==> config.mk <==
export PLATFORM = sky130hd
export DESIGN_NAME = cpu_timer_bank
export DESIGN_NICKNAME = d
export VERILOG_FILES = /design/src/rtl/cpu_timer_bank.sv
export SDC_FILE = /design/constraint.sdc
export NUM_CORES = 1
export LEC_CHECK = 0
export ABC_AREA = 0
export BUFFER_PORTS_ARGS = -buffer_cell sky130_fd_sc_hd__buf_2
export CELL_PAD_IN_SITES_DETAIL_PLACEMENT = 1
export CELL_PAD_IN_SITES_GLOBAL_PLACEMENT = 2
export CORE_ASPECT_RATIO = 0.9
export CORE_UTILIZATION = 37
export DETAILED_ROUTE_END_ITERATION = 12
export PLACE_DENSITY_LB_ADDON = 0.05
export SETUP_SLACK_MARGIN = 0.2
export SYNTH_ARGS = -nofsm -noshare
export SYNTH_HDL_FRONTEND = slang
export SYNTH_SLANG_ARGS = --single-unit
export TNS_END_PERCENT = 5
==> constraint.sdc <==
create_clock -name clkCPU -period 6.3 [get_ports clkCPU]
set_input_delay 1.26 -clock clkCPU [delete_from_list [all_inputs] [get_ports clkCPU]]
set_output_delay 1.26 -clock clkCPU [all_outputs]
set_load 0.02 [all_outputs]
==> src/rtl/cpu_timer_bank.sv <==
// CPU-mapped bank of prescaled down-counting timers with a shared status/irq block.
// Byte-wide register window with one-cycle registered read data.
module cpu_timer_bank #(
    parameter int BASE_ADDR = 65020,
    parameter int NUM_CH    = 4,
    parameter int CNT_W     = 16,
    parameter int PRE_W     = 8
) (
    input  logic        clkCPU,
    input  logic        reset,
    input  logic [15:0] abus,
    input  logic [7:0]  wdata,
    input  logic        we,
    output logic [7:0]  rdata,
    output logic        rd_hit,
    output logic        irq
);

    localparam int          NB      = CNT_W / 8;
    localparam int          WIN     = 4 + 8 * NUM_CH;
    localparam logic [16:0] WIN_LO  = 17'(BASE_ADDR);
    localparam logic [16:0] WIN_HI  = 17'(BASE_ADDR + WIN);
    localparam logic [6:0]  BASE_LO = 7'(BASE_ADDR);

    function automatic logic [7:0] get_byte(input logic [CNT_W-1:0] v, input logic [2:0] b);
        logic [7:0] r;
        r = 8'd0;
        for (int i = 0; i < NB; i++) begin
            if (b == 3'(i)) r = v[8*i +: 8];
        end
        return r;
    endfunction

    function automatic logic [CNT_W-1:0] put_byte(input logic [CNT_W-1:0] v,
                                                  input logic [2:0] b,
                                                  input logic [7:0] d);
        logic [CNT_W-1:0] r;
        r = v;
        for (int i = 0; i < NB; i++) begin
            if (b == 3'(i)) r[8*i +: 8] = d;
        end
        return r;
    endfunction

    logic              in_win;
    logic              rd_req;
    logic              wr_req;
    logic              glob_sel;
    logic [6:0]        off;
    logic [6:0]        ch_off;
    logic [2:0]        ch_sel;
    logic [2:0]        byte_sel;
    logic [NUM_CH-1:0] ch_hit;

    logic [NUM_CH-1:0] status_q, status_d;
    logic [NUM_CH-1:0] irq_en_q;
    logic [NUM_CH-1:0] en_q, en_d;
    logic [NUM_CH-1:0] per_q, per_d;
    logic [NUM_CH-1:0] set_evt;
    logic [PRE_W-1:0]  prescale_q;
    logic [PRE_W-1:0]  pre_cnt;
    logic              tick;

    logic [CNT_W-1:0]  count_q  [NUM_CH];
    logic [CNT_W-1:0]  count_d  [NUM_CH];
    logic [CNT_W-1:0]  reload_q [NUM_CH];
    logic [CNT_W-1:0]  reload_d [NUM_CH];
    logic [CNT_W-1:0]  snap_q   [NUM_CH];
    logic [CNT_W-1:0]  snap_d   [NUM_CH];

    logic [7:0]        rd_val_p0;

    // Offset arithmetic only needs the low address bits once the full compare says we are inside.
    assign in_win   = ({1'b0, abus} >= WIN_LO) && ({1'b0, abus} < WIN_HI);
    assign off      = abus[6:0] - BASE_LO;
    assign ch_off   = off - 7'd4;
    assign ch_sel   = 3'(ch_off >> 3);
    assign byte_sel = ch_off[2:0];
    assign glob_sel = off < 7'd4;
    assign rd_req   = in_win && !we;
    assign wr_req   = in_win && we;
    assign tick     = (pre_cnt == '0);

    always_comb begin
        ch_hit = '0;
        for (int c = 0; c < NUM_CH; c++) begin
            ch_hit[c] = in_win && !glob_sel && (ch_sel == 3'(c));
        end
    end

    // A CTRL write owns the channel for that cycle, so a coincident tick is dropped.
    always_comb begin
        set_evt = '0;
        en_d    = en_q;
        per_d   = per_q;
        for (int c = 0; c < NUM_CH; c++) begin
            count_d[c]  = count_q[c];
            reload_d[c] = reload_q[c];
            snap_d[c]   = snap_q[c];
            if (rd_req && ch_hit[c] && byte_sel == 3'd4) snap_d[c] = count_q[c];
            if (wr_req && ch_hit[c] && byte_sel < 3'd3)
                reload_d[c] = put_byte(reload_q[c], byte_sel, wdata);
            if (wr_req && ch_hit[c] && byte_sel == 3'd3) begin
                en_d[c]  = wdata[0];
                per_d[c] = wdata[1];
                if ((wdata[0] && !en_q[c]) || wdata[2]) count_d[c] = reload_q[c];
            end else if (tick && en_q[c]) begin
                if (count_q[c] != '0) begin
                    count_d[c] = count_q[c] - CNT_W'(1);
                end else begin
                    set_evt[c] = 1'b1;
                    if (per_q[c]) count_d[c] = reload_q[c];
                    else          en_d[c]    = 1'b0;
                end
            end
        end
        status_d = status_q;
        if (wr_req && glob_sel && off == 7'd0) status_d = status_q & ~wdata[NUM_CH-1:0];
        status_d = status_d | set_evt;
    end

    always_comb begin
        rd_val_p0 = 8'd0;
        if (glob_sel) begin
            case (off[1:0])
                2'd0:    rd_val_p0 = 8'(status_q);
                2'd1:    rd_val_p0 = 8'(irq_en_q);
                2'd2:    rd_val_p0 = 8'(prescale_q);
                default: rd_val_p0 = 8'd0;
            endcase
        end else begin
            for (int c = 0; c < NUM_CH; c++) begin
                if (ch_hit[c]) begin
                    case (byte_sel)
                        3'd0, 3'd1, 3'd2: rd_val_p0 = get_byte(reload_q[c], byte_sel);
                        3'd3:             rd_val_p0 = {6'd0, per_q[c], en_q[c]};
                        3'd4:             rd_val_p0 = get_byte(count_q[c], 3'd0);
                        3'd5:             rd_val_p0 = get_byte(snap_q[c], 3'd1);
                        3'd6:             rd_val_p0 = get_byte(snap_q[c], 3'd2);
                        default:          rd_val_p0 = 8'd0;
                    endcase
                end
            end
        end
    end

    // Stage p0 -> p1: register state and the read response.
    always_ff @(posedge clkCPU or posedge reset) begin
        if (reset) begin
            status_q   <= '0;
            irq_en_q   <= '0;
            en_q       <= '0;
            per_q      <= '0;
            prescale_q <= '0;
            pre_cnt    <= '0;
            rdata      <= 8'd0;
            rd_hit     <= 1'b0;
            for (int c = 0; c < NUM_CH; c++) begin
                count_q[c]  <= '0;
                reload_q[c] <= '0;
                snap_q[c]   <= '0;
            end
        end else begin
            status_q <= status_d;
            en_q     <= en_d;
            per_q    <= per_d;
            if (wr_req && glob_sel && off == 7'd1) irq_en_q   <= wdata[NUM_CH-1:0];
            if (wr_req && glob_sel && off == 7'd2) prescale_q <= PRE_W'(wdata);
            pre_cnt <= tick ? prescale_q : pre_cnt - PRE_W'(1);
            rdata   <= rd_req ? rd_val_p0 : 8'd0;
            rd_hit  <= rd_req;
            for (int c = 0; c < NUM_CH; c++) begin
                count_q[c]  <= count_d[c];
                reload_q[c] <= reload_d[c];
                snap_q[c]   <= snap_d[c];
            end
        end
    end

    assign irq = |(status_q & irq_en_q);

endmodule

; Word level (Yosys, flattened, before mapping)
; Index checks and enable logic that the tools add are counted.
[word_totals]
inputBits = 27
regBits = 233
out_inout_bits = 10
[op_classes]
magnitude_cmp = 4
addsub = 7
reduce_logical = 85
n_mux = 69
eq_ne = 24
bitwise = 4
[op_table]
columns = operator, n
row1 = 16-bit two-way mux, 20
row2 = 8-bit one-hot mux with 4 select lines, 4
row3 = 8-bit two-way mux, 15
row4 = 16-bit nonzero test, 4
row5 = 16-bit by 1-bit subtractor with 16-bit output (second input constant), 4
row6 = 1-bit logical AND, 40
row7 = 1-bit two-way mux, 28
row8 = 8-bit one-hot mux with 3 select lines, 1
row9 = 3-bit AND reduction, 8
row10 = 16-bit greater-or-equal comparator (second input constant), 1
row11 = 16-bit < comparator (second input constant), 1
row12 = 2-bit by 1-bit != test with 1-bit output (second input constant), 8
row13 = 2-bit AND reduction, 8
row14 = 3-bit by 2-bit == test with 1-bit output (second input constant), 4
row15 = 3-bit nonzero test, 4
row16 = 4-bit bitwise AND, 2
row17 = 8-bit logical NOT, 1
row18 = 2-bit != test (second input constant), 4
row19 = 2-bit nonzero test, 4
row20 = 8-bit by 1-bit subtractor with 8-bit output (second input constant), 1
row21 = 7-bit by 1-bit == test with 1-bit output (second input constant), 1
row22 = 7-bit by 2-bit == test with 1-bit output (second input constant), 1
row23 = 7-bit logical NOT, 1
row24 = 7-bit by 3-bit < comparator with 1-bit output (second input constant), 1
row25 = 16 further kinds, 27

; Depth between registers and ports, before layout
[logic_depth]
word_depth = 12
ltp_mapped = 11
mapped_depth_nobuf = 8

; Least setup slack after synthesis
; OpenSTA, ideal clock, no wires.
[synth_timing]
path_kind = input to register
startpoint = input abus[2]
endpoint = register count_q[47] in the netlist's numbering
path_stages = 9
arrival_ns = 3.356
required_time_ns = 6.179
slack_ns = 2.823
path_cell_list = ha_1 buf_2 xnor2_1 nor2_1 o211ai_2 and2_0 clkbuf_1 mux2_2 a22o_1
[synth_between]
elab_chain_len = 9
[synth_lines]
columns = element, line_no
row1 = start: declaration, 11  ; input logic [15:0] abus,
row2 = "parallel branches: the longest is 6 deep, another holds 7-bit subtractor", n/a
row3 = 1-bit logical AND *, 103  ; if (wr_req && ch_hit[c] && byte_sel == 3'd3) begin
row4 = "2-bit by 1-bit != test with 1-bit output (no source line), or another cell as far along", n/a
row5 = 3-bit AND reduction (no source line), n/a
row6 = end signal: indexed assignment, 173  ; count_q[c] <= count_d[c];
row7 = end: declaration, 64  ; logic [CNT_W-1:0] count_q [NUM_CH];
; Mark *: on every way between the ends.
; A chain may end at the register's enable or synchronous reset.

; Worst setup path in the final report
; Same ends and word-level chain as after synthesis.

==> flow_summary.yaml <==
outcome:
  outcome: "finished, final reports clean"
floorplanning:
  initial_core_util: 0.377
  core_um2: 31000
  std_cell_rows: 61
  die-height_um: 171
  num_io_pins: 37
  die_x_um: 189
  die_area_um2: 32300
routing:
  vias: 9725
  drt-initial-drc-count: 807
  drc: 0
  vias_per_cell: 6.03
  drt_wl_total_um: 40700
  ant_nets: 0
  wire_per_inst_um: 25.2
  first_pass_iters: 5
grt:
  gr-total-overflow: 0
  grt_max_degree: 110
  grt.total_usage: 0.260
  antenna_found_initial: 2
  grt_pass1_vias: 9884
  grt_first_pass_wirelength_um: 63300
placed_design:
  io_buffers: 36
  post-place-ws_ns: 1.56
  placed_cell_area_um2: 12300
  gp_congestion: 0.859
  dp_hpwl_um: 29000
clocking:
  clock_latency_ns: 0.53
  numCtsBuffers: 25
  clock-sinks: 201
  clockBufferDepth: 3
  cts_root_buf: "clkbuf_16"
  cts_resized: 0
  hold_buffers: 0
  cts_tree: "done"
  path_clk_slew_ns: 0.06
  htreeDepth: 1
  postCtsSetupRepairBufs: 0
timing:
  worst_clock_skew_ns: 0.00986
  tightest_slew_ns: 0.994
  setup_viol_count_final: 0
  layout_min_cycle_time_ns: 4.19
  setup_tns_ns: 0
  setup_ws_ns: 2.11
  hold_violations: 0
  max_freq_ghz: 0.238
  rsz0062_at_grt: "false"
  final-max-slew-violation-count: 0
  relSlewSlack: 0.337
  min_period_over_period: 0.666
cells_and_area:
  final_core_utilization: 0.424
  area_growth_syn_to_layout_pct: 12.3
  drive_gt1_frac: 0.221
  final_area_um2: 13100
  nNetsFinal: 1225
  fill_cells: 3521
yosys:
  synth-async-reset-ratio: 1.00
  ys_top_cells_by_area: "dfrtp_1 (43%), mux2_2 (11%), o21ai_0 (3.8%)"
  synth_nets: 1207
  avgSynthCellArea_um2: 10.0
  synth_seq_area_share: 0.430
  syn-cell-area_um2: 11700
  yosysTopAreaCell: "dfrtp_1"
  syn_inst: 1168
  synth_edf_count: 0
  synth_cell_types: 76
  yosysWarnings: 0
  synthMostInstantiatedCell: "dfrtp_1"
  ys_ff_latch: 201
  netlist_top_cells_count: "dfrtp_1 (201), mux2_2 (118), o21ai_0 (88), a21oi_1 (74)"
  dominantRegCellSynth: "dfrtp_1"
  yosysTopAreaCellShare: 0.430
worst_hold_path:
  hold_depth: 1
  min_to: "pre_cnt[0]"
  min_from: "pre_cnt[0]"
  min_path_type: "reg2reg"
setup_path:
  r2r_slack_ns: 3.09
  critPathKind: "in2reg"
  path_common_cell: "buf_4"
  worstPathMaxFanout: 47
  crit_buf_inv: 3
  reg2reg_depth: 6
  crit_chain: "buf_2 -> buf_4 -> ha_1 -> xor3_1 -> nor2_1 -> o211ai_2 -> buf_4 -> and2_0 -> mux2_2 -> a22o_1"
  slowest_delay_ns: 0.74
  end_kind: "flop"
  timing.rr.end: "count_q[47]"
  critical_path.top_delay_family: "buffers and inverters"
  crit_path_start_kind: "input port"
  r2r_start: "count_q[43]"
  cp.required_ns: 6.72
  arrival_ns: 4.61
  critical-path-slowest-cell: "and2_0"
power_and_ir_drop:
  p_leak_uw: 0.00594
  power.total_uw: 3110
  power_density_nw_per_um2: 237
  irDropWorstVdd_mv: 0.200
job:
  maxCapViolCount: 0
-- registers in the layout, indices dropped and copies added (netlist names) --
| register | flops |
|---|---|
| rdata | 8 |
| reload_q | 64 |
| per_q | 4 |
| rd_hit | 1 |
| prescale_q | 8 |
| count_q | 64 |
| status_q | 4 |
| irq_en_q | 4 |
| pre_cnt | 8 |
| en_q | 4 |
| snap_q | 32 |
-- layout make-up --
cell class / instances / area [um^2] / area share
diodes: 1 / 2.50 / 0.000190
clock buffers: 30 / 684 / 0.0521
clock inverters: 15 / 158 / 0.0120
inverters: 52 / 199 / 0.0151
multi-input cells: 846 / 6180 / 0.470
flip-flops and latches: 201 / 5030 / 0.383
well taps: 409 / 512 / 0.0389
repair buffers: 60 / 373 / 0.0284
-- stage by stage --
step                std cells  hold WS, ns
floorplan                1168        0.440
global placement         1568        0.484
detailed placement       1568        0.492
CTS                      1613        0.506
global route             1613        0.522
finish                   1614        0.498
-- power by group --
| group | internal [uW] | switching [uW] | total [uW] |
|---|---|---|---|
| clock | 893 | 589 | 1480 |
| combinational | 92.1 | 191 | 283 |
| sequential | 1320 | 27.3 | 1350 |
| total | 2300 | 807 | 3110 |
-- per-layer routing --
metal,track usage,up-vias,share of wire
met1,0.378,5041,0.48
li1,-,4436,-
met2,0.408,204,0.45
met5,0,-,0
met4,0.0575,0,0.020
met3,0.0351,44,0.046
-- cells by family after synthesis --
family,count (synthesis),synth area share
muxes,174,0.178
adders and majority gates,12,0.0128
and+or+nand+nor,357,0.169
buffers and inverters,121,0.0417
xor gates and xnor gates,12,0.0116
DFF,201,0.430
AOI/OAI and AO/OA,291,0.157
-- cell usage in the layout (no fill, tap or decap), types with 17 or more instances in the layout --
cell type  netlist  layout
a21oi_1         74      74
mux2i_1         39      38
buf_4            1      23
dfrtp_1        201     201
inv_1           51      50
mux2_2         118     118
a22oi_1         31      31
buf_2           18      36
nor2_1          45      45
nor3_1          42      42
nand4_1         39      39
nand3_1         61      61
nand2_1         61      61
or3_1           17      17
o21ai_0         88      88
clkbuf_16        0      25
-- worst max path at each step --
stage	start	end	slack, ns	depth (start not counted)
2_1_floorplan	reset	count_q[0]	2.44	1
3_3_place_gp	abus[2]	count_q[47]	1.67	10
3_5_place_dp	abus[2]	count_q[47]	1.56	10
4_1_cts	abus[2]	count_q[47]	2.13	10
5_1_grt	abus[2]	count_q[47]	1.86	10
6_report	abus[2]	count_q[47]	2.11	10
Note: power is estimated with default switching activity, not from simulation.
